**src/rtl/hd44780_fifo_controller.sv**
```systemverilog
// hd44780_fifo_controller: FIFO-buffered HD44780 LCD driver with optional
// power-on init, 4- or 8-bit bus, and clock-count bus timing.
// Ports: CLK_I, RST_I (async, active-low); host push STB_I, i_rs, i_lcd_data;
// status busy/full/empty/ovf, alive_led; LCD pins o_rs, o_e, o_lcd_data.
module hd44780_fifo_controller #(
   parameter int DATA_MODE           = 4,
   parameter int FIFO_AW             = 4,
   parameter int SETUP_CYCLES        = 2,
   parameter int E_PULSE_CYCLES      = 12,
   parameter int HOLD_CYCLES         = 2,
   parameter int CMD_WAIT_CYCLES     = 2000,
   parameter int CLEAR_WAIT_CYCLES   = 80000,
   parameter int POWERON_WAIT_CYCLES = 800000,
   parameter int INIT_WAIT_CYCLES    = 240000,
   parameter int INIT_ENABLE         = 1,
   parameter int ALIVE_BITS          = 22
) (
   input  logic       CLK_I,
   input  logic       RST_I,
   input  logic       STB_I,
   input  logic       i_rs,
   input  logic [7:0] i_lcd_data,
   output logic       busy,
   output logic       full,
   output logic       empty,
   output logic       ovf,
   output logic       alive_led,
   output logic       o_rs,
   output logic       o_e,
   output logic [7:0] o_lcd_data
);

   if (DATA_MODE != 4 && DATA_MODE != 8) begin : g_bad_mode
      $error("hd44780_fifo_controller: DATA_MODE must be 4 or 8");
   end

   typedef enum logic [2:0] {
      S_POWERON, S_INIT, S_IDLE, S_LOAD,
      S_SETUP, S_EHIGH, S_HOLD, S_WAIT
   } state_t;

   localparam int DEPTH = 2 ** FIFO_AW;
   localparam logic [3:0] C_STEPS = (DATA_MODE == 4) ? 4'd8 : 4'd7;
   localparam logic [3:0] C_RST_STEP = (INIT_ENABLE != 0) ? 4'd0 : C_STEPS;
   localparam state_t C_RST_STATE = (INIT_ENABLE != 0) ? S_POWERON : S_IDLE;

   // FIFO
   logic [8:0]         r_mem [DEPTH];
   logic [FIFO_AW-1:0] r_wptr;
   logic [FIFO_AW-1:0] r_rptr;
   logic [FIFO_AW:0]   r_count;
   logic [FIFO_AW:0]   w_count_nxt;
   logic               r_full;
   logic               r_empty;
   logic               r_ovf;
   logic               w_push;
   logic               w_pop;
   logic [8:0]         w_rd;

   // FSM and datapath
   state_t      r_state;
   state_t      w_next;
   logic [31:0] r_cnt;
   logic [31:0] w_dur;
   logic        w_done;
   logic        r_rs;
   logic [7:0]  r_byte;
   logic        r_hi;
   logic        r_single;
   logic [31:0] r_wait_len;
   logic [3:0]  r_step;
   logic [7:0]  w_init_byte;
   logic        w_init_single;
   logic        w_init_wake;
   logic        w_split;
   logic [ALIVE_BITS-1:0] r_alive;

   assign w_push = STB_I & ~r_full;
   assign w_rd   = r_mem[r_rptr];

   always_comb begin
      w_count_nxt = r_count;
      unique case ({w_push, w_pop})
         2'b10:   w_count_nxt = r_count + (FIFO_AW+1)'(1);
         2'b01:   w_count_nxt = r_count - (FIFO_AW+1)'(1);
         default: w_count_nxt = r_count;
      endcase
   end

   always_ff @(posedge CLK_I) begin
      if (w_push) r_mem[r_wptr] <= {i_rs, i_lcd_data};
   end

   always_ff @(posedge CLK_I or negedge RST_I) begin
      if (!RST_I) begin
         r_wptr  <= '0;
         r_rptr  <= '0;
         r_count <= '0;
         r_full  <= 1'b0;
         r_empty <= 1'b1;
         r_ovf   <= 1'b0;
      end else begin
         if (w_push) r_wptr <= r_wptr + FIFO_AW'(1);
         if (w_pop)  r_rptr <= r_rptr + FIFO_AW'(1);
         r_count <= w_count_nxt;
         r_full  <= (w_count_nxt == (FIFO_AW+1)'(DEPTH));
         r_empty <= (w_count_nxt == '0);
         if (STB_I && r_full) r_ovf <= 1'b1;
      end
   end

   // Clear (0x01) and home (0x02/0x03) need the long settle time.
   function automatic logic [31:0] f_wait(input logic rs, input logic [7:0] b);
      if (!rs && b != 8'h00 && b <= 8'h03) return 32'(CLEAR_WAIT_CYCLES);
      return 32'(CMD_WAIT_CYCLES);
   endfunction

   // Init table: three wake-ups, (4-bit) a bus-width switch nybble,
   // then the function-set / display / clear / entry-mode bytes.
   always_comb begin
      w_init_byte   = 8'h06;
      w_init_single = 1'b0;
      w_init_wake   = 1'b0;
      if (r_step < 4'd3) begin
         w_init_byte   = 8'h30;
         w_init_single = 1'b1;
         w_init_wake   = 1'b1;
      end else if (DATA_MODE == 4) begin
         unique case (r_step)
            4'd3: begin
               w_init_byte   = 8'h20;
               w_init_single = 1'b1;
            end
            4'd4:    w_init_byte = 8'h28;
            4'd5:    w_init_byte = 8'h0C;
            4'd6:    w_init_byte = 8'h01;
            default: w_init_byte = 8'h06;
         endcase
      end else begin
         unique case (r_step)
            4'd3:    w_init_byte = 8'h38;
            4'd4:    w_init_byte = 8'h0C;
            4'd5:    w_init_byte = 8'h01;
            default: w_init_byte = 8'h06;
         endcase
      end
   end

   always_comb begin
      w_dur = 32'd1;
      unique case (r_state)
         S_POWERON: w_dur = 32'(POWERON_WAIT_CYCLES);
         S_SETUP:   w_dur = 32'(SETUP_CYCLES);
         S_EHIGH:   w_dur = 32'(E_PULSE_CYCLES);
         S_HOLD:    w_dur = 32'(HOLD_CYCLES);
         S_WAIT:    w_dur = r_wait_len;
         default:   w_dur = 32'd1;
      endcase
   end

   assign w_done  = (r_cnt == w_dur - 32'd1);
   assign w_split = (DATA_MODE == 4) && r_hi && !r_single;

   always_ff @(posedge CLK_I or negedge RST_I) begin
      if (!RST_I) r_state <= C_RST_STATE;
      else        r_state <= w_next;
   end

   always_comb begin
      w_next = r_state;
      w_pop  = 1'b0;
      unique case (r_state)
         S_POWERON: if (w_done) w_next = S_INIT;
         S_INIT:    w_next = S_SETUP;
         S_IDLE:    if (!r_empty) w_next = S_LOAD;
         S_LOAD: begin
            w_pop  = 1'b1;
            w_next = S_SETUP;
         end
         S_SETUP:   if (w_done) w_next = S_EHIGH;
         S_EHIGH:   if (w_done) w_next = S_HOLD;
         S_HOLD:    if (w_done) w_next = w_split ? S_SETUP : S_WAIT;
         S_WAIT: begin
            // Init steps outrank queued host entries; host entries
            // then follow without an IDLE bubble.
            if (w_done) begin
               if (r_step < C_STEPS) w_next = S_INIT;
               else if (!r_empty)    w_next = S_LOAD;
               else                  w_next = S_IDLE;
            end
         end
         default:   w_next = S_IDLE;
      endcase
   end

   // Per-state cycle counter, restarted on every state change.
   always_ff @(posedge CLK_I or negedge RST_I) begin
      if (!RST_I)                r_cnt <= '0;
      else if (w_next != r_state) r_cnt <= '0;
      else                       r_cnt <= r_cnt + 32'd1;
   end

   always_ff @(posedge CLK_I or negedge RST_I) begin
      if (!RST_I) begin
         r_rs       <= 1'b0;
         r_byte     <= 8'h00;
         r_hi       <= 1'b0;
         r_single   <= 1'b0;
         r_wait_len <= 32'(CMD_WAIT_CYCLES);
         r_step     <= C_RST_STEP;
      end else begin
         unique case (1'b1)
            (r_state == S_LOAD): begin
               r_rs       <= w_rd[8];
               r_byte     <= w_rd[7:0];
               r_hi       <= 1'b1;
               r_single   <= 1'b0;
               r_wait_len <= f_wait(w_rd[8], w_rd[7:0]);
            end
            (r_state == S_INIT): begin
               r_rs       <= 1'b0;
               r_byte     <= w_init_byte;
               r_hi       <= 1'b1;
               r_single   <= w_init_single;
               r_wait_len <= w_init_wake ? 32'(INIT_WAIT_CYCLES)
                                         : f_wait(1'b0, w_init_byte);
               r_step     <= r_step + 4'd1;
            end
            (r_state == S_HOLD && w_next == S_SETUP): r_hi <= 1'b0;
            default: ;
         endcase
      end
   end

   always_ff @(posedge CLK_I or negedge RST_I) begin
      if (!RST_I) r_alive <= '0;
      else        r_alive <= r_alive + ALIVE_BITS'(1);
   end

   // o_e decodes the state register so reset drops it without a clock.
   assign o_e        = (r_state == S_EHIGH);
   assign o_rs       = r_rs;
   assign o_lcd_data = (DATA_MODE == 4)
                     ? {(r_hi ? r_byte[7:4] : r_byte[3:0]), 4'h0}
                     : r_byte;
   assign busy       = (r_state != S_IDLE) || !r_empty;
   assign full       = r_full;
   assign empty      = r_empty;
   assign ovf        = r_ovf;
   assign alive_led  = r_alive[ALIVE_BITS-1];

endmodule

```
**config.mk**
```make
export PLATFORM = sky130hd
export DESIGN_NAME = hd44780_fifo_controller
export DESIGN_NICKNAME = d
export VERILOG_FILES = /design/src/rtl/hd44780_fifo_controller.sv
export SDC_FILE = /design/constraint.sdc
export NUM_CORES = 1
export LEC_CHECK = 0
export ABC_AREA = 1
export CORE_ASPECT_RATIO = 1.25
export CORE_MARGIN = 2
export CORE_UTILIZATION = 40
export CTS_BUF_LIST = sky130_fd_sc_hd__clkbuf_8
export DETAILED_ROUTE_END_ITERATION = 16
export PLACE_DENSITY = 0.53
export SKIP_CTS_REPAIR_TIMING = 1
export SLEW_MARGIN = 20
export SYNTH_ARGS = -nofsm -noshare
export SYNTH_HDL_FRONTEND = slang
export SYNTH_SLANG_ARGS = --single-unit
```
**constraint.sdc**
```tcl
create_clock -name CLK_I -period 3.8 [get_ports CLK_I]
set_input_delay 0.95 -clock CLK_I [delete_from_list [all_inputs] [get_ports CLK_I]]
set_output_delay 0.95 -clock CLK_I [all_outputs]
set_load 0.01 [all_outputs]
```
# Word-level counts from Yosys, hierarchy flattened
# Memories as Yosys holds them, arrays and structs flattened.
# Index checks and enable logic that the tools add are counted.
# Widths: inputs -> output; s select.
[op_classes]
addsub = 8
magnitude_cmp = 4
eq_ne = 18
n_mux = 36
n_bitwise = 2
reduce_logical = 18
[op_table]
columns = ["operator", "count"]
rows = [
  ["$mux 32", 6],
  ["$pmux 32 s4", 1],
  ["$pmux 32 s2", 1],
  ["$add 32x1->32 const B", 1],
  ["$eq 32x32->1", 1],
  ["$sub 32x1->32 const B", 1],
  ["$pmux 6 s4", 1],
  ["$add 22x1->22 const B", 1],
  ["$pmux 3 s7", 1],
  ["$mux 3", 6],
  ["$le 8x2->1 const B", 2],
  ["$pmux 8 s2", 1],
  ["$reduce_bool 8->1", 2],
  ["$eq 3x3->1 const B", 5],
  ["$add 4x1->4 const B", 3],
  ["$eq 4x3->1 const B", 3],
  ["$mux 1", 11],
  ["$pmux 5 s2", 1],
  ["$mux 8", 1],
  ["$eq 3x2->1 const B", 2],
  ["$logic_and 1x1->1", 6],
  ["$pmux 1 s2", 3],
  ["$add 5x1->5 const B", 1],
  ["$eq 5x5->1 const B", 1],
  ["19 further kinds", 24],
]
[totals]
regBits = 120
mem_bits_rw = 144
out_inout_bits = 15
word_cells = 102
memories = 1
[memory_table]
columns = ["name", "words", "width", "rd", "rd_ports_with_merged_regs", "wr", "line_no", "text"]
rows = [
  ["r_mem", 16, 9, 1, 0, 1, "48", "logic [8:0] r_mem [DEPTH];"],
]

# Logic depth before layout (Yosys ltp)
# Gate-level depths: netlist (run 1).
[logic_depth]
word_depth = 10
depth_mapped = 22

# Worst setup path before layout (run 1)
# No wires, ideal clock.
[synth_timing]
path_type = "in2reg"
start = "input port STB_I"
end = "register r_empty (netlist: empty)"
t_arrival_ns = 2.927
required_ns = 3.732
path_slack_ns = 0.805
stages = 12
path_cell_list = "inv_1 nor2_1 inv_1 ha_1 ha_1 nand2_1 nand2_1 a21oi_1 or2_2 a31oi_1 or4_1 nor2_1"
[synth_between]
elab_chain_cells = 4
elab_cells_between_ends = 5
[synth_lines]
columns = ["element", "line_no", "text"]
rows = [
  ["start: declaration", "20", "input logic STB_I,"],
  ["$and 1x1->1 *", "78", "assign w_push = STB_I & ~r_full;"],
  ["$eq 2x1->1 or $eq 2x2->1 (tied branches)", "83", "unique case ({w_push, w_pop})"],
  ["$pmux 5 s2 *", "83", ""],
  ["via w_count_nxt[3]", "52", "logic [FIFO_AW:0] w_count_nxt;"],
  ["$logic_not 5->1 *", "107", "r_empty <= (w_count_nxt == '0);"],
  ["end signal: assignment", "107", ""],
  ["end: declaration", "54", "logic r_empty;"],
]
# Mark *: on every way through the listed nets, which the timed path passes. The rest lies on a longest branch.
# A chain may end at the register's enable or synchronous reset.

# Worst setup path in the final report (run 1)
[layout_timing]
start = "register r_state[0]"
end = "register r_cnt[31]"
[layout_between]
elab_chain_cells = 9
elab_cells_between_ends = 22
[layout_lines]
columns = ["element", "line_no", "text"]
rows = [
  ["start: declaration", "61", "state_t r_state;"],
  ["start signal: assignment", "166", "else r_state <= w_next;"],
  ["$eq 3x3->1", "151, 172", ""],
  ["$reduce_or 2->1 (no source line)", "-", ""],
  ["$pmux 32 s4", "151", "unique case (r_state)"],
  ["$sub 32x1->32", "161", "assign w_done = (r_cnt == w_dur - 32'd1);"],
  ["$eq 32x32->1", "161", ""],
  ["$mux 3 (on tied branches)", "-", ""],
  ["$pmux 3 s7", "172", "unique case (r_state)"],
  ["$ne 3x3->1 *", "199", "else if (w_next != r_state) r_cnt <= '0;"],
  ["$mux 32 *", "199", ""],
  ["end signal: assignment", "200", "else r_cnt <= r_cnt + 32'd1;"],
  ["end: declaration", "63", "logic [31:0] r_cnt;"],
]
# Every way passes the cells marked *; elsewhere a longest branch is shown, timed or not.

==> results_dict.tcl, run 1 <==
set metrics [dict create \
    overflow 0 \
    multi_input_area_mm2 0.00371 \
    synth_edf_count 144 \
    reg2reg_depth 19 \
    setup_tns_ps 0 \
    grt_antenna_before_repair 0 \
    grt_pass1_vias 7412 \
    r2r_slack_ps 570 \
    cts_tree "built" \
    r2r-end "r_cnt[31]" \
    core_mm2 0.0268 \
    finalSetupViolations 0 \
    synth.top_cell.area_share_pct 39.7 \
    synth_area_leader_cell "edfxtp_1" \
    fin_crit_sh_pct 85.1 \
    nets 1134 \
    track_usage_pct 17.4 \
    power_mw 5.87 \
    worst_ep_required_time_ps 4210 \
    synthArstFlopShare_pct 39.2 \
    tightest_slew_ps 676 \
    endpoint_kind "flip-flop" \
    clock_path_buffers 3 \
    worstSetupEndpoint "r_cnt[31]" \
    synth.area.top_cells "edfxtp_1, dfrtp_1, nand2_1" \
    synth_top_cells_by_count "nand2_1, nor2_1, edfxtp_1" \
    num-fill-cells 2596 \
    grt_pass1_wl_um 39000 \
    outcome "finished, final reports clean" \
    drive_above_1_share_pct 13.1 \
    std_cell_rows 67 \
    cp_common_cell "nand3_1" \
    post_drt_wl_per_cell_um 16.2 \
    place_hpwl_um 16300 \
    yosysMostFrequentCell "nand2_1" \
    drc 0 \
    antenna_cells 0 \
    ys_warn_count 0 \
    synth-compound-area-share_pct 8.84 \
    finalCriticalPeriod_ps 3230 \
    finClkSkew_ps 28.1 \
    worstSetupStartpointType "flip-flop" \
    cp_cell_sequence "nand2_2, nor2_1, inv_1, ha_1, nand2_1, nand3_1, nand3_1, nand3_1, nor2_2, nand3_1, nand2_1, nand2_1, nand3_1, nor2_2, nor2_1, nor2_2, nand2_2, buf_12, nor2_1" \
    routabilityCongestion 0.805 \
    crit_arrival_ps 3650 \
    hp-class "in -> async" \
    drt-total-wl_um 24100 \
    dieArea_mm2 0.0286 \
    via_per_inst 5.03 \
    firstDrtPassIters 5 \
    worst_path_max_delay_cell "dfrtp_1" \
    cts_num_sinks 237 \
    numCtsBuffers 41 \
    register_area_mm2 0.00666 \
    syn_inst 1050 \
    drt_iter0_markers 325 \
    initial_core_util_pct 40.6 \
    synth_xor_xnor_area_share_pct 4.67 \
    grt_max_degree 76 \
    maxSlewHeadroom_pct 54.5 \
    synth_cell_types 41 \
    synth_top_family_by_area "simple AND/OR/NAND/NOR gates" \
    syn2layout_area_growth_pct 14.4 \
    synth-seq-cells 237 \
    drv_cap 0 \
    r2r_start "r_state[0]" \
    cp_max_fo 32 \
    ant_nets 0 \
    vias 7462 \
    die_y_um 188 \
    rsz0062_at_grt "no" \
    critical-path-max-stage-delay_ps 590 \
    p_leak_nw 4.98 \
    io_pins 27 \
    ir_drop_mv 0.292 \
    synthesis.area_mm2 0.0109 \
    cts_root_buffer "clkbuf_8" \
    post_synth_and_or_nand_nor_area_fraction_pct 18.4 \
    path_clk_slew_ps 60 \
    die_w_um 152 \
    crit_type "reg -> reg" \
    synth-main-ff-cell "edfxtp_1" \
    hold_viol 0 \
    synth.area.mux_share_pct 0 \
    max_freq_mhz 309 \
    cp-startpoint "r_state[0]" \
    avgSynthCellArea_um2 10.4 \
    synth_seq_area_share_pct 61.1 \
    htree_num_levels 2 \
    synth_fa_ha_area_share_pct 2.02 \
    slew_violations 0 \
    clk-insertion-delay-late_ps 550 \
    placement.io_buffers 22 \
    power_density_mw_per_mm2 471 \
]
-- kinds of logic (layout without fill, tap and decap cells) --
kind of cell	Yosys count	count (layout)
DFF	237	237
xor gates and xnor gates	58	58
buffers and inverters	125	210
and+or+nand+nor	451	451
AOI/OAI and AO/OA	161	161
adders and majority gates	17	17
other	1	4
-- area by class of cell --
| class | instances | share of cell area (%) |
|---|---|---|
| well taps | 345 | 3.47 |
| inverters | 80 | 2.41 |
| clock buffers | 53 | 5.86 |
| repair buffers | 54 | 3.98 |
| flip-flops and latches | 237 | 53.4 |
| clock inverters | 23 | 1.09 |
| multi-input cells | 691 | 29.8 |
-- where the power goes --
group          internal, mW  switching, mW  leakage (nW)  total [mW]
logic                 0.154          0.312          1.97       0.466
clock network          1.33           1.05         0.470        2.37
registers              2.95         0.0731          2.54        3.03
total                  4.43           1.43          4.98        5.87
-- critical path, delay by kind of cell, from the launching register on --
family                     cells  cell delay [ps]
adders and majority gates      1              290
buffers and inverters          2              320
DFF                            1              590
and+or+nand+nor               16             1880
-- per-stage QoR --
| step | instances | setup WS, ps | hold WS, ps | instance area (um2) | utilization, % |
|---|---|---|---|---|---|
| 2_1_floorplan | 1053 | 805 | 422 | 10900 | - |
| 3_3_place_gp | 1407 | 476 | 443 | 11600 | 43.2 |
| 4_1_cts | 1483 | 558 | 385 | 12500 | 46.4 |
| 3_5_place_dp | 1407 | 429 | 445 | 11600 | 43.2 |
| 6_report | 1483 | 566 | 399 | 12500 | 46.4 |
| 5_1_grt | 1483 | 115 | 416 | 12500 | 46.4 |
-- metal layers --
metal,GRT usage (%),share of wire [%]
met5,0,0
met4,5.31,2.6
met3,3.27,3.9
met1,21.3,42
met2,31.0,51
-- cell usage in the layout (no fill, tap or decap), types with 2 or more instances in the layout --
master,netlist,routed
clkinv_2,0,6
o211ai_1,19,19
clkdlybuf4s50_1,0,21
xnor2_1,18,18
clkbuf_8,0,53
a21o_1,2,2
nand2_2,6,6
dfrtp_1,90,89
nand3b_1,3,3
clkinv_1,1,9
nor2_1,151,151
inv_2,2,2
nor2_2,36,36
nor4_1,2,2
a22o_1,2,2
or2_2,2,2
o221ai_1,21,21
conb_1,1,4
o22ai_1,6,6
nor2_4,2,2
o21ai_0,101,101
nand4_1,23,23
nand3_1,54,54
buf_12,0,3
ha_1,16,16
nor3_1,11,11
edfxtp_1,144,144
nand2_1,157,157
inv_1,77,83
a21oi_1,6,6
dfstp_2,3,3
xor2_1,40,40
buf_4,6,30
-- how the worst min path moves through the flow --
stage                            end  startpoint  slack, ps
after CTS                  r_cnt[13]       RST_I        390
after global placement           ovf         ovf        440
after detailed placement  r_alive[0]  r_alive[0]        450
final                      r_cnt[12]       RST_I        400
after global routing       r_cnt[12]       RST_I        420
after floorplan           r_alive[0]  r_alive[0]        420
-- registers in the layout, summed over array words and instances, names as in the netlist --
signal	cells
o_rs	1
ovf	1
r_state	3
r_single	1
r_step	4
r_rptr	4
full	1
r_alive	22
r_byte	8
r_wait_len	5
r_count	5
r_cnt	32
empty	1
r_hi	1
r_wptr	4
r_mem	144
Note: power is estimated with default switching activity, not from simulation.
==> run 2: changes to the inputs <==
--- a/config.mk
+++ b/config.mk
@@ -11,7 +11,8 @@
 export CORE_UTILIZATION = 40
 export CTS_BUF_LIST = sky130_fd_sc_hd__clkbuf_8
 export DETAILED_ROUTE_END_ITERATION = 16
-export PLACE_DENSITY = 0.53
+export GPL_ROUTABILITY_DRIVEN = 0
+export PLACE_DENSITY_LB_ADDON = 0.25
 export SKIP_CTS_REPAIR_TIMING = 1
 export SLEW_MARGIN = 20
 export SYNTH_ARGS = -nofsm -noshare
==> results_dict.tcl, run 2 (synthesis results as in run 1) <==
set metrics [dict create \
    nets 1131 \
    holdWs_ps 443 \
    drive_above_1_share_pct 12.2 \
    grt_antenna_before_repair 0 \
    layout.cells.non_filler 1478 \
    clockPowerShare_pct 38.1 \
    drt_iter0_markers 442 \
    endpoint_kind "flip-flop" \
    p_leak_nw 4.91 \
    multi_input_area_mm2 0.00371 \
    track_usage_pct 17.1 \
    clock_path_buffers 3 \
    place_inst 1404 \
    worst_path_max_delay_cell "dfrtp_1" \
    p_int_mw 4.23 \
    num-fill-cells 2546 \
    hp-class "reg -> reg" \
    place_hpwl_um 15400 \
    fin_area_mm2 0.0123 \
    cts_tree "built" \
    syn2layout_area_growth_pct 12.9 \
    register_area_mm2 0.00666 \
    seq_power_share_pct 53.6 \
    ir_drop_mv 0.282 \
    power.switching_mw 1.43 \
    cts_root_buffer "clkbuf_8" \
    tightest_slew_ps 918 \
    crit_arrival_ps 3780 \
    cp_max_fo 32 \
    hold_viol 0 \
    place_area_mm2 0.0115 \
    ant_nets 0 \
    post_drt_wl_per_cell_um 16.2 \
    worstSetupStartpointType "flip-flop" \
    finalSetupViolations 0 \
    p_sw_share_pct 25.2 \
    critical-path-max-stage-delay_ps 480 \
    grt_max_degree 76 \
    die_w_um 152 \
    overflow 0 \
    rsz0062_at_grt "no" \
    drt-total-wl_um 24000 \
    power_density_mw_per_mm2 460 \
    setup_tns_ps 0 \
    initial_core_util_pct 40.6 \
    pwr-share-comb_pct 8.3 \
    clk-insertion-delay-late_ps 540 \
    maxSlewHeadroom_pct 38.8 \
    via_per_inst 5.08 \
    drv_cap 0 \
    numCtsBuffers 41 \
    finalCriticalPeriod_ps 3360 \
    io_pins 27 \
    finClkSkew_ps 17.6 \
    outcome "finished, final reports clean" \
    largest_register_ffs 144 \
    cp_cell_sequence "inv_2, nand2_2, nand2_1, ha_1, nand2_1, nand3_1, nand2_1, nand2_1, nand3_1, nor2_2, nand3_1, nand2_1, nand2_1, nand3_1, nor2_2, nor2_1, nor2_2, nand2_2, buf_12, nor2_1" \
    slew_violations 0 \
    vias 7503 \
    core_mm2 0.0268 \
    layout_common_cells "nand2_1, nor2_1, edfxtp_1" \
    cts_num_sinks 237 \
    firstDrtPassIters 5 \
    drc 0 \
    fin_crit_sh_pct 88.4 \
    cp_common_cell "nand2_1" \
    worst_ep_required_time_ps 4220 \
    grt_pass1_wl_um 38700 \
    path_clk_slew_ps 60 \
    std_cell_rows 67 \
    max_freq_mhz 298 \
    power_mw 5.65 \
    crit_type "reg -> reg" \
    biggestRegsByFlops "r_mem (144), r_cnt (32), r_alive (22)" \
    cpLargestDelayFamily "simple AND/OR/NAND/NOR gates" \
    placement.io_buffers 22 \
    antenna_cells 0 \
    die_y_um 188 \
    dieArea_mm2 0.0286 \
    regMostFlops "r_mem" \
    layout_commonest_cell "nand2_1" \
    htree_num_levels 2 \
    grt_pass1_vias 7425 \
    crit_buf_inv 2 \
]
run 2: worst register-to-register path, delay by kind of cell (launching register included):
kind	cells	cell delay, ps
AND/OR/NAND/NOR	17	1950
buffers and inverters	2	520
flip-flops	1	480
adder cells (fa/ha/maj)	1	300
run 2: through the flow:
| stage | utilization, % | setup WS [ps] |
|---|---|---|
| after detailed placement | 43.0 | 391 |
| after global placement | 43.0 | 465 |
| after CTS | 45.8 | 498 |
| after global routing | 45.8 | 146 |
| after floorplan | - | 805 |
| final | 45.8 | 441 |
run 2: final timing paths:
check                           start         end  slack (ps)  cells after the start
max in group asynchronous       RST_I  r_alive[6]        2440                      2
min in group asynchronous       RST_I    r_cnt[4]         530                      1
hold reg to reg            r_alive[0]  r_alive[0]         440                      1
hold / removal             r_alive[0]  r_alive[0]         440                      1
setup / recovery           r_state[1]   r_cnt[31]         440                     20
setup reg to reg           r_state[1]   r_cnt[31]         440                     20
run 2: per-layer routing:
layer  share of wire [%]  GRT usage [%]  up-vias
met5                   0              0        -
met4                 2.3           5.16        0
met3                 4.0           3.37       43
met2                  50           30.1      128
met1                  43           21.3     3644
li1                    -              -     3688
run 2: power by group through the flow:
stage	Combinational [mW]	Clock (mW)	Sequential [mW]
floorplan	0.273	0	3.06
global placement	0.472	0	3.07
detailed placement	0.481	0	3.08
CTS	0.482	2.24	3.03
global route	0.533	2.35	3.05
finish	0.471	2.15	3.03
run 2: final cells by class:
cell class              instances  area share, %
clock inverters                31           1.30
multi-input cells             691           30.2
inverters                      80           2.44
clock buffers                  43           4.81
flip-flops and latches        237           54.1
well taps                     345           3.51
repair buffers                 51           3.64
==> run 3: changes to the inputs <==
--- a/config.mk
+++ b/config.mk
@@ -6,6 +6,7 @@
 export NUM_CORES = 1
 export LEC_CHECK = 0
 export ABC_AREA = 1
+export CAP_MARGIN = 20
 export CORE_ASPECT_RATIO = 1.25
 export CORE_MARGIN = 2
 export CORE_UTILIZATION = 40
@@ -13,6 +14,7 @@
 export DETAILED_ROUTE_END_ITERATION = 16
 export GPL_ROUTABILITY_DRIVEN = 0
 export PLACE_DENSITY_LB_ADDON = 0.25
+export RECOVER_POWER = 25
 export SKIP_CTS_REPAIR_TIMING = 1
 export SLEW_MARGIN = 20
 export SYNTH_ARGS = -nofsm -noshare
==> results_dict.tcl, run 3 (synthesis results as in run 1) <==
set metrics [dict create \
    drt_iter0_markers 442 \
    finClkSkew_ps 16.8 \
    regMostFlops "r_mem" \
    io_pins 27 \
    grt-busiest-layer "met2" \
    slew_violations 71 \
    layout_common_cells "nand2_1, nor2_1, edfxtp_1" \
    hp-class "reg -> reg" \
    ir_drop_mv 0.283 \
    gr-usage-met2_pct 30.1 \
    antenna_cells 0 \
    clock_path_buffers 3 \
    p_int_mw 4.23 \
    place_hpwl_um 15400 \
    outcome "complete, but fails checks" \
    fin_crit_sh_pct 88.5 \
    largest_register_ffs 144 \
    dieArea_mm2 0.0286 \
    drt-total-wl_um 23900 \
    clockPowerShare_pct 38.1 \
    crit_type "reg -> reg" \
    grt_antenna_before_repair 0 \
    grt_max_degree 76 \
    grtUsageMet3_pct 3.37 \
    worstSetupStartpointType "flip-flop" \
    post_drt_wl_per_cell_um 16.2 \
    violations "capacitance limit, slew limit" \
    setup_tns_ps 0 \
    drv_cap 1 \
    holdWs_ps 443 \
    max_freq_mhz 297 \
    std_cell_rows 67 \
    path_clk_slew_ps 60 \
    met1_usage_pct 21.3 \
    drive_above_1_share_pct 12.1 \
    crit_arrival_ps 3780 \
    grt_pass1_wl_um 38700 \
    biggestRegsByFlops "r_mem (144), r_cnt (32), r_alive (22)" \
    finalCriticalPeriod_ps 3360 \
    die_w_um 152 \
    tightest_slew_ps 1800 \
    cp_max_fo 32 \
    utilization_pct 45.8 \
    via_per_inst 5.09 \
    p_sw_share_pct 25.2 \
    cts_tree "built" \
    multi_input_area_mm2 0.00371 \
    pwr-share-comb_pct 8.3 \
    endpoint_kind "flip-flop" \
    finalSetupViolations 0 \
    initial_core_util_pct 40.6 \
    power_density_mw_per_mm2 460 \
    ant_nets 0 \
    numCtsBuffers 41 \
    drc 0 \
    power.switching_mw 1.42 \
    grt_pass1_vias 7425 \
    seq_power_share_pct 53.6 \
    die_y_um 188 \
    cts_root_buffer "clkbuf_8" \
    maxSlewHeadroom_pct -20.1 \
    layout_commonest_cell "nand2_1" \
    track_usage_pct 17.1 \
    p_leak_nw 4.91 \
    overflow 0 \
    core_mm2 0.0268 \
    firstDrtPassIters 5 \
    num-fill-cells 2546 \
    placement.io_buffers 22 \
    worst_ep_required_time_ps 4220 \
    register_area_mm2 0.00666 \
    hold_viol 0 \
    cts_num_sinks 237 \
    htree_num_levels 2 \
    clk-insertion-delay-late_ps 540 \
    vias 7517 \
    rsz0062_at_grt "no" \
    nets 1131 \
    syn2layout_area_growth_pct 12.9 \
]
[run 3: area by class of cell]
cell class | count | area share, %
clock inverters | 31 | 1.30
repair buffers | 51 | 3.59
clock buffers | 43 | 4.82
inverters | 80 | 2.44
flip-flops and latches | 237 | 54.2
well taps | 345 | 3.51
multi-input cells | 691 | 30.2
[run 3: critical path, cell delays in order (launching register included)]
cell	delay, ps
dfrtp_1	480
inv_2	290
nand2_2	270
nand2_1	160
ha_1	300
nand2_1	130
nand3_1	120
nand2_1	70
nand2_1	60
nand3_1	90
nor2_2	230
nand3_1	160
nand2_1	110
nand2_1	50
nand3_1	90
nor2_2	50
nor2_1	130
nor2_2	60
nand2_2	70
buf_12	230
nor2_1	70
[run 3: power by group through the flow]
stage | registers [mW] | clock network (mW) | logic [mW]
detailed placement | 3.08 | 0 | 0.481
CTS | 3.03 | 2.24 | 0.482
global route | 3.05 | 2.35 | 0.532
finish | 3.03 | 2.15 | 0.470
floorplan | 3.06 | 0 | 0.273
global placement | 3.07 | 0 | 0.472
[run 3: final timing paths]
kind / slack [ps] / startpoint / cells past startpoint / end
setup / recovery: 440 / r_state[1] / 20 / r_cnt[31]
hold / removal: 440 / r_alive[0] / 1 / r_alive[0]
setup reg to reg: 440 / r_state[1] / 20 / r_cnt[31]
hold reg to reg: 440 / r_alive[0] / 1 / r_alive[0]
max in group asynchronous: 1710 / RST_I / 1 / r_rptr[0]
min in group asynchronous: 880 / RST_I / 1 / r_cnt[4]
[run 3: stage by stage]
| step | total power, mW | instances | cell area [um2] | worst slack, ps |
|---|---|---|---|---|
| finish | 5.65 | 1478 | 12300 | 437 |
| global route | 5.93 | 1478 | 12300 | 146 |
| CTS | 5.74 | 1478 | 12300 | 498 |
| detailed placement | 3.56 | 1404 | 11500 | 391 |
| global placement | 3.55 | 1404 | 11500 | 465 |
| floorplan | 3.34 | 1053 | 10900 | 805 |
[run 3: metal layers]
metal  vias to the layer above  routed length, um
met5                         -                  0
met1                      3642              10300
met2                       144              12000
li1                       3688                  -
met3                        43               1060
met4                         0                556
